`src/rtl/pattern_pkg.sv`:
```
// Shared constants for the test-pattern frame writer: pattern modes, FSM
// states and the colour-bar table.
package pattern_pkg;

  localparam logic [2:0] MODE_WHITE = 3'd0;
  localparam logic [2:0] MODE_SPLIT = 3'd1;
  localparam logic [2:0] MODE_BARS  = 3'd2;
  localparam logic [2:0] MODE_CHECK = 3'd3;
  localparam logic [2:0] MODE_RAMP  = 3'd4;
  localparam logic [2:0] MODE_GREY  = 3'd5;

  typedef enum logic [1:0] {
    ST_IDLE,
    ST_RUN,
    ST_DONE
  } state_e;

  // Bar colours as {R,G,B} on/off flags, left to right.
  function automatic logic [2:0] bar_flags(input logic [2:0] idx);
    logic [2:0] f;
    case (idx)
      3'd0:    f = 3'b111;
      3'd1:    f = 3'b110;
      3'd2:    f = 3'b011;
      3'd3:    f = 3'b010;
      3'd4:    f = 3'b101;
      3'd5:    f = 3'b100;
      3'd6:    f = 3'b001;
      default: f = 3'b000;
    endcase
    return f;
  endfunction

endpackage

```
`src/rtl/pattern_pixel_gen.sv`:
```
// Combinational colour of one pixel for the selected pattern mode.
module pattern_pixel_gen
  import pattern_pkg::*;
#(
  parameter int unsigned H_ACTIVE   = 640,
  parameter int unsigned BPC        = 8,
  parameter int unsigned CHECK_LOG2 = 5,
  parameter int unsigned XPW        = 10
) (
  input  logic [2:0]       mode_i,
  input  logic [XPW-1:0]   x_i,
  input  logic             y_chk_i,
  input  logic [2:0]       bar_i,
  input  logic [7:0]       frame_cnt_i,
  output logic [3*BPC-1:0] pix_o
);

  logic [BPC-1:0] grey;
  logic [BPC-1:0] ramp;
  logic [2:0]     bar_f;

  // Grey level keeps the MSBs of the frame count when components are narrow.
  if (BPC >= 8) begin : g_grey_wide
    assign grey = BPC'(frame_cnt_i);
  end else begin : g_grey_narrow
    assign grey = frame_cnt_i[7 -: BPC];
  end

  assign ramp  = BPC'(x_i);
  assign bar_f = bar_flags(bar_i);

  always_comb begin
    pix_o = '0;
    case (mode_i)
      MODE_WHITE: pix_o = '1;
      MODE_SPLIT: pix_o = (x_i < XPW'(H_ACTIVE / 2)) ? '1 : {{BPC{1'b1}}, {(2*BPC){1'b0}}};
      MODE_BARS:  pix_o = {{BPC{bar_f[2]}}, {BPC{bar_f[1]}}, {BPC{bar_f[0]}}};
      MODE_CHECK: pix_o = (x_i[CHECK_LOG2] ^ y_chk_i) ? '1 : '0;
      MODE_RAMP:  pix_o = {ramp, ramp, ramp};
      MODE_GREY:  pix_o = {grey, grey, grey};
      default:    pix_o = '0;
    endcase
  end

endmodule

```
`src/rtl/pattern_frame_writer.sv`:
```
// Test-pattern generator filling the frame memory one packed word at a time
// through a valid/ready write port.
module pattern_frame_writer
  import pattern_pkg::*;
#(
  parameter int unsigned H_ACTIVE     = 640,
  parameter int unsigned V_ACTIVE     = 480,
  parameter int unsigned PIX_PER_WORD = 2,
  parameter int unsigned BPC          = 8,
  parameter int unsigned ADDR_W       = 19,
  parameter int unsigned CHECK_LOG2   = 5
) (
  input  logic                            clk24,
  input  logic                            rst_n,
  input  logic                            enable,
  input  logic [2:0]                      mode,
  output logic                            wr_valid,
  input  logic                            wr_ready,
  output logic [ADDR_W-1:0]               wr_addr,
  output logic [PIX_PER_WORD*3*BPC-1:0]   wr_data,
  output logic                            frame_done,
  output logic                            busy,
  output logic [7:0]                      frame_cnt
);

  localparam int unsigned WPL   = H_ACTIVE / PIX_PER_WORD;
  localparam int unsigned WORDS = WPL * V_ACTIVE;
  localparam int unsigned WPB   = WPL / 8;
  localparam int unsigned PIX_W = 3 * BPC;
  localparam int unsigned DW    = PIX_PER_WORD * PIX_W;
  localparam int unsigned XWW   = $clog2(WPL);
  localparam int unsigned YW    = $clog2(V_ACTIVE);
  localparam int unsigned BCW   = (WPB > 1) ? $clog2(WPB) : 1;
  localparam int unsigned XPW   = $clog2(H_ACTIVE);

  state_e            state_q, state_d;
  logic [2:0]        mode_q, mode_d;
  logic [XWW-1:0]    xw_q, xw_d;
  logic [YW-1:0]     y_q, y_d;
  logic [2:0]        bar_q, bar_d;
  logic [BCW-1:0]    bcnt_q, bcnt_d;
  logic [ADDR_W-1:0] addr_q, addr_d;
  logic [DW-1:0]     data_q, data_d, gen_data;
  logic              valid_q, valid_d;
  logic              done_q, done_d;
  logic              busy_q, busy_d;
  logic [7:0]        fcnt_q, fcnt_d;
  logic              xfer, start, load;

  assign xfer = valid_q & wr_ready;

  always_comb begin
    state_d = state_q;
    mode_d  = mode_q;
    xw_d    = xw_q;
    y_d     = y_q;
    bar_d   = bar_q;
    bcnt_d  = bcnt_q;
    addr_d  = addr_q;
    valid_d = valid_q;
    done_d  = 1'b0;
    fcnt_d  = fcnt_q;
    start   = 1'b0;
    load    = 1'b0;
    case (state_q)
      ST_IDLE: start = enable;
      ST_RUN: begin
        if (xfer) begin
          load = 1'b1;
          if (addr_q == ADDR_W'(WORDS - 1)) begin
            state_d = ST_DONE;
            valid_d = 1'b0;
            done_d  = 1'b1;
            fcnt_d  = fcnt_q + 8'd1;
            xw_d    = '0;
            y_d     = '0;
            bar_d   = '0;
            bcnt_d  = '0;
            addr_d  = '0;
          end else begin
            addr_d = addr_q + ADDR_W'(1);
            if (xw_q == XWW'(WPL - 1)) begin
              xw_d   = '0;
              y_d    = y_q + YW'(1);
              bar_d  = '0;
              bcnt_d = '0;
            end else begin
              xw_d = xw_q + XWW'(1);
              if (bcnt_q == BCW'(WPB - 1)) begin
                bcnt_d = '0;
                bar_d  = bar_q + 3'd1;
              end else begin
                bcnt_d = bcnt_q + BCW'(1);
              end
            end
          end
        end
      end
      ST_DONE: begin
        start = enable;
        if (!enable) state_d = ST_IDLE;
      end
      default: state_d = ST_IDLE;
    endcase
    if (start) begin
      state_d = ST_RUN;
      mode_d  = mode;
      xw_d    = '0;
      y_d     = '0;
      bar_d   = '0;
      bcnt_d  = '0;
      addr_d  = '0;
      valid_d = 1'b1;
      load    = 1'b1;
    end
    busy_d = (state_d == ST_RUN);
    // Data is generated from the next-state counters so the registered word
    // always matches the registered address.
    data_d = load ? gen_data : data_q;
  end

  for (genvar p = 0; p < PIX_PER_WORD; p++) begin : g_pix
    logic [XPW-1:0] x_p;
    assign x_p = XPW'(xw_d) * XPW'(PIX_PER_WORD) + XPW'(p);
    pattern_pixel_gen #(
      .H_ACTIVE  (H_ACTIVE),
      .BPC       (BPC),
      .CHECK_LOG2(CHECK_LOG2),
      .XPW       (XPW)
    ) u_pix (
      .mode_i     (mode_d),
      .x_i        (x_p),
      .y_chk_i    (y_d[CHECK_LOG2]),
      .bar_i      (bar_d),
      .frame_cnt_i(fcnt_d),
      .pix_o      (gen_data[p*PIX_W +: PIX_W])
    );
  end

  always_ff @(posedge clk24 or negedge rst_n) begin
    if (!rst_n) begin
      state_q <= ST_IDLE;
      mode_q  <= '0;
      xw_q    <= '0;
      y_q     <= '0;
      bar_q   <= '0;
      bcnt_q  <= '0;
      addr_q  <= '0;
      data_q  <= '0;
      valid_q <= 1'b0;
      done_q  <= 1'b0;
      busy_q  <= 1'b0;
      fcnt_q  <= '0;
    end else begin
      state_q <= state_d;
      mode_q  <= mode_d;
      xw_q    <= xw_d;
      y_q     <= y_d;
      bar_q   <= bar_d;
      bcnt_q  <= bcnt_d;
      addr_q  <= addr_d;
      data_q  <= data_d;
      valid_q <= valid_d;
      done_q  <= done_d;
      busy_q  <= busy_d;
      fcnt_q  <= fcnt_d;
    end
  end

  assign wr_valid   = valid_q;
  assign wr_addr    = addr_q;
  assign wr_data    = data_q;
  assign frame_done = done_q;
  assign busy       = busy_q;
  assign frame_cnt  = fcnt_q;

endmodule

```
`config.mk`:
```
export PLATFORM = sky130hd
export DESIGN_NAME = pattern_frame_writer
export DESIGN_NICKNAME = d
export VERILOG_FILES = /design/src/rtl/pattern_pkg.sv /design/src/rtl/pattern_pixel_gen.sv /design/src/rtl/pattern_frame_writer.sv
export SDC_FILE = /design/constraint.sdc
export NUM_CORES = 1
export LEC_CHECK = 0
export ABC_AREA = 1
export CORE_AREA = 2 2 102 114
export CTS_CLUSTER_SIZE = 25
export DETAILED_ROUTE_END_ITERATION = 12
export DIE_AREA = 0 0 104 116
export DONT_BUFFER_PORTS = 1
export GPL_TIMING_DRIVEN = 1
export PLACE_DENSITY = 0.65
export SYNTH_ARGS = -nofsm -noshare
export SYNTH_HDL_FRONTEND = slang
export SYNTH_SLANG_ARGS = --single-unit
```
`constraint.sdc`:
```
create_clock -name clk24 -period 3.65 [get_ports clk24]
set_input_delay 0.9125 -clock clk24 [delete_from_list [all_inputs] [get_ports clk24]]
set_output_delay 0.9125 -clock clk24 [all_outputs]
set_load 0.02 [all_outputs]
```
# Yosys cells after proc, flatten, opt, wreduce, memory -nomap -nowiden
# Cells that the tools add are included.
dict set report word_totals {
  output_inout_bits 78
  regBits 110
}
dict set report op_classes {
  eq_ne 17
  n_lt_le_gt_ge 2
  muxes 53
  n_bitwise 3
  n_addsub 7
  reduce_logical 11
}
# cell n
set op_table {}
lappend op_table {{one-hot mux 24 bit (6 select lines)} 2}
lappend op_table {{2-to-1 mux 9 bit} 10}
lappend op_table {{2-to-1 mux 19 bit} 4}
lappend op_table {{2-to-1 mux 24 bit} 2}
lappend op_table {{2-to-1 mux 6 bit} 6}
lappend op_table {{2-to-1 mux 16 bit} 2}
lappend op_table {{2-to-1 mux 8 bit} 3}
lappend op_table {{2-to-1 mux 3 bit} 7}
lappend op_table {{one-hot mux 3 bit (7 select lines)} 1}
lappend op_table {{less-than comparator 10 x 9 -> 1 bit, second input constant} 2}
lappend op_table {{adder 19 x 1 -> 19 bit, second input constant} 1}
lappend op_table {{== test 19 x 18 -> 1 bit, second input constant} 1}
lappend op_table {{adder 9 x 1 -> 9 bit, second input constant} 2}
lappend op_table {{== test 3 bit, second input constant} 5}
lappend op_table {{== test 3 x 2 -> 1 bit, second input constant} 4}
lappend op_table {{2-to-1 mux 1 bit} 11}
lappend op_table {{adder 10 x 1 -> 10 bit, second input constant} 1}
lappend op_table {{== test 9 bit, second input constant} 1}
lappend op_table {{adder 8 x 1 -> 8 bit, second input constant} 1}
lappend op_table {{2-to-1 mux 2 bit} 4}
lappend op_table {{adder 6 x 1 -> 6 bit, second input constant} 1}
lappend op_table {{== test 3 x 1 -> 1 bit, second input constant} 2}
lappend op_table {{== test 6 bit, second input constant} 1}
lappend op_table {{logical NOT 3 bit} 2}
lappend op_table {{other kinds (12)} 17}

# Longest topological paths before layout
dict set report logic_depth {
  ltp_word 10
  ltp_mapped 17
  depth_no_buf 16
}

# Hierarchy
# A second synthesis with hierarchy kept.
dict set report unflattened {
  hier_cells 829
  area_unflattened_um2 6134.6
}
# mod seq_area_each_um2 area_per_inst_um2 n_inst cells_per_inst
set modules_own_cells {}
lappend modules_own_cells {pattern_frame_writer 2677.6 5146.2 1 615}
lappend modules_own_cells {pattern_pixel_gen 0.0 494.2 2 107}

# Worst setup path after synthesis
# OpenSTA, ideal clock, no wires.
dict set report synth_timing {
  path_kind {input -> register}
  from {input port wr_ready}
  to {register addr_q[15] (netlist: wr_addr[15])}
  arrival_time_ns 2.180
  setup_slack_ns 1.347
  t_required_ns 3.527
  path_stages 13
  n_path_buf 0
  cell_sequence {nand2_2 -> nor2_8 -> inv_4 -> nand2_8 -> inv_4 -> nor3_4 -> nand2_2 -> nor2_2 -> nand2_1 -> nor2_2 -> nand2_1 -> o21ai_1 -> a21oi_1}
}
dict set report synth_between {
  elab_chain_cells 3
}
# item line
set synth_rtl {}
lappend synth_rtl {{start, declared} pattern_frame_writer.sv:18} ;# input logic wr_ready,
lappend synth_rtl {{bitwise AND 1 bit} pattern_frame_writer.sv:50} ;# assign xfer = valid_q & wr_ready;
lappend synth_rtl {{nonzero test 2 bit (no line)} --}
lappend synth_rtl {{AND reduction 2 bit (no line)} --}
lappend synth_rtl {{end signal, assigned} pattern_frame_writer.sv:161} ;# addr_q <= addr_d;
lappend synth_rtl {{end, declared} pattern_frame_writer.sv:42} ;# logic [ADDR_W-1:0] addr_q, addr_d;
# No other way between the ends.
# A chain may end at the register's enable or synchronous reset.

# Worst setup path after layout
dict set report layout_timing {
  from {register addr_q[1] (netlist: wr_addr[1])}
  to {register data_q[30] (netlist: wr_data[30])}
}
dict set report layout_between {
  elab_chain_cells 9
}
# item line
set layout_rtl {}
lappend layout_rtl {{== test 19 x 18 -> 1 bit (*)} pattern_frame_writer.sv:70} ;# if (addr_q == ADDR_W'(WORDS - 1)) begin
lappend layout_rtl {{2-to-1 mux 9 bit} pattern_frame_writer.sv:70}
lappend layout_rtl {{2-to-1 mux 9 bit} pattern_frame_writer.sv:68} ;# if (xfer) begin
lappend layout_rtl {{2-to-1 mux 9 bit} pattern_frame_writer.sv:65} ;# case (state_q)
lappend layout_rtl {{2-to-1 mux 9 bit} pattern_frame_writer.sv:105} ;# if (start) begin
lappend layout_rtl {{adder 10 x 1 -> 10 bit} pattern_frame_writer.sv:124} ;# assign x_p = XPW'(xw_d) * XPW'(PIX_PER_WORD) + XPW'(p);
lappend layout_rtl {{less-than comparator 10 x 9 -> 1 bit / bitwise XOR 1 bit (equally long branches)} {pattern_pixel_gen.sv:36, pattern_pixel_gen.sv:38}}
lappend layout_rtl {{2-to-1 mux 16 bit / 2-to-1 mux 24 bit (equally long branches)} {pattern_pixel_gen.sv:36, pattern_pixel_gen.sv:38}}
lappend layout_rtl {{one-hot mux 24 bit (6 select lines) (*)} pattern_pixel_gen.sv:34} ;# case (mode_i)
lappend layout_rtl {{end signal, assigned} pattern_frame_writer.sv:162} ;# data_q <= data_d;
lappend layout_rtl {{end, declared} pattern_frame_writer.sv:43} ;# logic [DW-1:0] data_q, data_d, gen_data;
# Every way passes the cells marked *; elsewhere a longest branch is shown, timed or not. The select of a mux whose other input is x is not followed.

==> results.md <==
Status:
- The flow ran to the end, and the final reports show no timing, DRC or antenna violations.

Timing:
- The clock period could shrink to 2680 ps.
- Derived from the worst setup path, the maximum achievable clock frequency is 0.373 GHz.
- For the pin with the worst max-slew slack, the measured transition is 438 ps.
- Summed over all failing endpoints, the final setup total negative slack is 0 ps.
- The final hold violation count was 0.
- The final worst clock skew is 7.67 ps.
- Setup repair after global routing left no endpoint under its margin.
- The max-slew violation count is 0.
- The final worst slack is 969 ps.
- In this run the tightest slew margin relative to its limit is 70.8%.
- The portion of the clock cycle consumed by the worst path in the final layout is 73.5%.
- Setup violations remaining at the end of the flow were counted as 0.

Placement:
- Summed over all nets, the half-perimeter wirelength after detailed placement is 7540 µm.
- The pre-CTS setup slack is 751 ps.
- The post-placement cell count is 732.
- The routability congestion estimate from global placement is 0.845.
- The count of port buffers added during placement is 0.

Setup path:
- The critical path goes through ha_1 > nand3_2 > nor2_4 > nand3_2 > nand2_2 > nand2_2 > nand2_1 > nand2_1 > nand3_2 > nand2_1 > nor2_1 > nand2_1 > nand2_1 > nand2_1.
- The critical-path cell with the highest stage delay is sky130_fd_sc_hd__dfrtp_1.
- Along the worst path, the maximum fanout reaches 15.
- The cell repeated most along the worst path is sky130_fd_sc_hd__nand2_1.
- The critical path is of the flip-flop to flip-flop type.
- The worst setup path is launched from a flip-flop.
- The required time of the critical path is 3870 ps.
- The worst setup path is captured at a flip-flop.
- The data arrival at the endpoint of the critical path is 2910 ps.
- The delay contributed by the slowest stage of the critical path is 520 ps.

Final layout:
- The number of nets in the layout is 609.
- In the layout the commonest cells are sky130_fd_sc_hd__nand2_1, sky130_fd_sc_hd__dfrtp_1, sky130_fd_sc_hd__inv_1, sky130_fd_sc_hd__nor2_1, sky130_fd_sc_hd__nand3_1.
- Measured on the finished design, the core utilization comes to 46.6%.
- The layout overhead on the synthesized area is 4.82%.
- The commonest non-fill, non-tap cell in the layout is sky130_fd_sc_hd__nand2_1.
- The filler cells instantiated in the layout total 1121.
- In the final layout, the multi-input gates occupy 0.00216 mm².
- The repair_antennas step left the layout with diodes totalling 0.
- The area occupied by registers is 0.00215 mm².
- The share of post-route cells with drive strength above 1 is 11.7%.
- Once layout is complete, the cells apart from fillers number 747.

Yosys:
- The fraction of post-synthesis cell area in the top cell type by area is 44.8%.
- Synthesis produced a netlist whose cell count is 617.
- The cell area that synthesis handed to floorplanning was 0.00480 mm².
- After synthesis the netlist holds a flip-flop and latch count of 86.
- By area the synthesized netlist is led by sky130_fd_sc_hd__dfrtp_1, sky130_fd_sc_hd__nand2_1, sky130_fd_sc_hd__inv_1, sky130_fd_sc_hd__nand3_1, sky130_fd_sc_hd__nor2_1.
- The biggest area consumer among synthesized cells is sky130_fd_sc_hd__dfrtp_1.
- Of all flip-flops after synthesis, the portion carrying an async set or reset was 100%.
- In the synthesized netlist the dominant register cell turns out to be sky130_fd_sc_hd__dfrtp_1.
- After synthesis, the mean cell area works out to 7.78 µm².
- The synthesized netlist net count is 630.
- The number of enable flip-flop cells after synthesis is 0.
- The Yosys step of the flow raised 0 warnings.
- The share of the Yosys chip area taken by registers is 44.8%.
- After synthesis, the netlist uses 42 different library cells.

Die:
- The floorplan has 40 rows.
- In this run the vertical extent of the chip is 116 µm.
- The width of the die is 104 µm.
- The total area inside the core boundary comes to 0.0108 mm².
- The area of the die is 0.0121 mm².
- The number of placed I/O pins is 85.
- The starting utilization of the core area is 44.4%.

Routing:
- In the routed layout, each cell is associated on average with a via count of 5.06.
- The post-route DRC violation count is 0.
- For this block, the routed nets add up to 10500 µm of wire.
- The routed via count is 3777.
- Dividing the detail-routed wire length by the instance count gives 14.1 µm.
- The first routing iteration left 150 violations.
- The number of nets with antenna violations after detailed routing is 0.
- The first TritonRoute pass finished after 6 iterations.

Clock tree:
- The count of H-tree levels built during CTS is 3.
- TritonCTS built the clock tree.
- The number of buffers added by the clock tree synthesis step is 9.
- Counting along the longest clock path gives a buffer depth of 2.
- The clock latency at the later pin of the worst-skew pair is 340 ps.
- The clock sink count is 86.
- In this run, post-CTS repair resized a total of 0 instances.
- The number of buffers inserted by hold repair at cts is 0.
- The clock-pin slew of the registers on the worst-case setup and hold paths is 60 ps.
- The cell sitting at the root of the clock tree is a sky130_fd_sc_hd__clkbuf_16.
- The post-CTS setup buffer count is 0.

GRT:
- The number of global-route vias before repair was 3742.
- Entering global routing, the biggest net connects 87 pins.
- The number of antenna violations at the first check in global routing came to 0.
- The first-pass GRT wire length is 17900 µm.
- Across every metal layer, demand over resource in global routing totals 18.5%.
- Global routing finished with a remaining overflow of 0.

Pwr:
- The leakage power is 2.70 nW.
- The worst ir drop on vdd is 0.188 mV.
- The total power consumption of the routed design is 0.00179 W.
- The power density of the placed cells is 356 mW/mm².

Run:
- The max capacitance violation total is 0.

Worst hold path:
- In this run the worst hold path is classified as primary input to asynchronous set/reset pin.
registers in the layout, summed over array words and instances (netlist names):
name and count:
mode_q 3, y_q 6, bar_q 3, frame_done 1, wr_addr 19, busy 1
state_q 2, wr_valid 1, wr_data 27, frame_cnt 8, bcnt_q 6, xw_q 9
cells by family (layout without fill, tap and decap cells):
group | Yosys count | after routing | share of synthesized area [%]
flip-flops | 86 | 86 | 44.8
AO/OA/AOI/OAI | 66 | 66 | 7.58
AND/OR/NAND/NOR | 347 | 347 | 34.1
buffers and inverters | 103 | 86 | 10.2
adder cells (fa/ha/maj) | 6 | 6 | 1.56
XOR/XNOR | 8 | 8 | 1.46
multiplexers | 1 | 1 | 0.209
path summary, 6_finish.rpt:
check / end / start / slack (ps) / cells after the start
setup / recovery: wr_data[30] / wr_addr[1] / 970 / 14
hold / removal: wr_addr[12] / rst_n / 270 / 0
setup reg to reg: wr_data[30] / wr_addr[1] / 970 / 14
hold reg to reg: y_q[0] / y_q[0] / 530 / 1
max in group asynchronous: wr_data[46] / rst_n / 3230 / 0
min in group clk24: y_q[0] / y_q[0] / 530 / 1
synthesized netlist by cell type, types with 3 or more instances:
library cell	count
sky130_fd_sc_hd__inv_1	60
sky130_fd_sc_hd__o21ai_1	19
sky130_fd_sc_hd__dfrtp_1	86
sky130_fd_sc_hd__nor2_4	5
sky130_fd_sc_hd__a21oi_1	24
sky130_fd_sc_hd__buf_4	22
sky130_fd_sc_hd__o21ai_0	14
sky130_fd_sc_hd__xnor2_1	4
sky130_fd_sc_hd__inv_2	9
sky130_fd_sc_hd__clkbuf_1	6
sky130_fd_sc_hd__nor3_1	7
sky130_fd_sc_hd__nor2_1	50
sky130_fd_sc_hd__nor2_2	9
sky130_fd_sc_hd__ha_1	6
sky130_fd_sc_hd__nor3b_1	3
sky130_fd_sc_hd__nand2_2	13
sky130_fd_sc_hd__nand3_2	7
sky130_fd_sc_hd__nand2_1	191
sky130_fd_sc_hd__or2_2	3
sky130_fd_sc_hd__nand4_1	6
sky130_fd_sc_hd__xor2_1	4
sky130_fd_sc_hd__nand3_1	41
report_power, final:
part	switching, W	leakage [nW]	internal (W)
combinational	0	1.49	0.0000000392
sequential	0	1.08	0.000953
clock	0.000361	0.129	0.000476
total	0.000361	2.70	0.00143
worst max-delay path: cells and delay by family (launching register included):
kind	cells	cell delay, ps
adders and majority gates	1	250
and+or+nand+nor	13	1800
DFF	1	520
layout make-up:
cell class / instances / area share (%)
multi-input combinational: 428 / 42.9
inverter: 71 / 5.40
sequential: 86 / 42.8
tap: 147 / 3.65
clock buffer: 12 / 4.90
clock inverter: 3 / 0.423
stage by stage:
stage               area (µm²)  hold WS [ps]
floorplan                 4800           483
global placement          4760           500
detailed placement        4760           525
CTS                       5030           259
global route              5030           253
finish                    5030           273
layer usage:
| layer | GRT usage (%) | wire length, µm | vias to the layer above |
|---|---|---|---|
| met5 | 0 | 0 | - |
| met1 | 23.6 | 4890 | 1767 |
| met3 | 5.40 | 638 | 17 |
| li1 | - | - | 1892 |
| met4 | 6.49 | 157 | 0 |
| met2 | 30.4 | 4820 | 101 |
No activity file was read; power rests on OpenSTA's default activity.
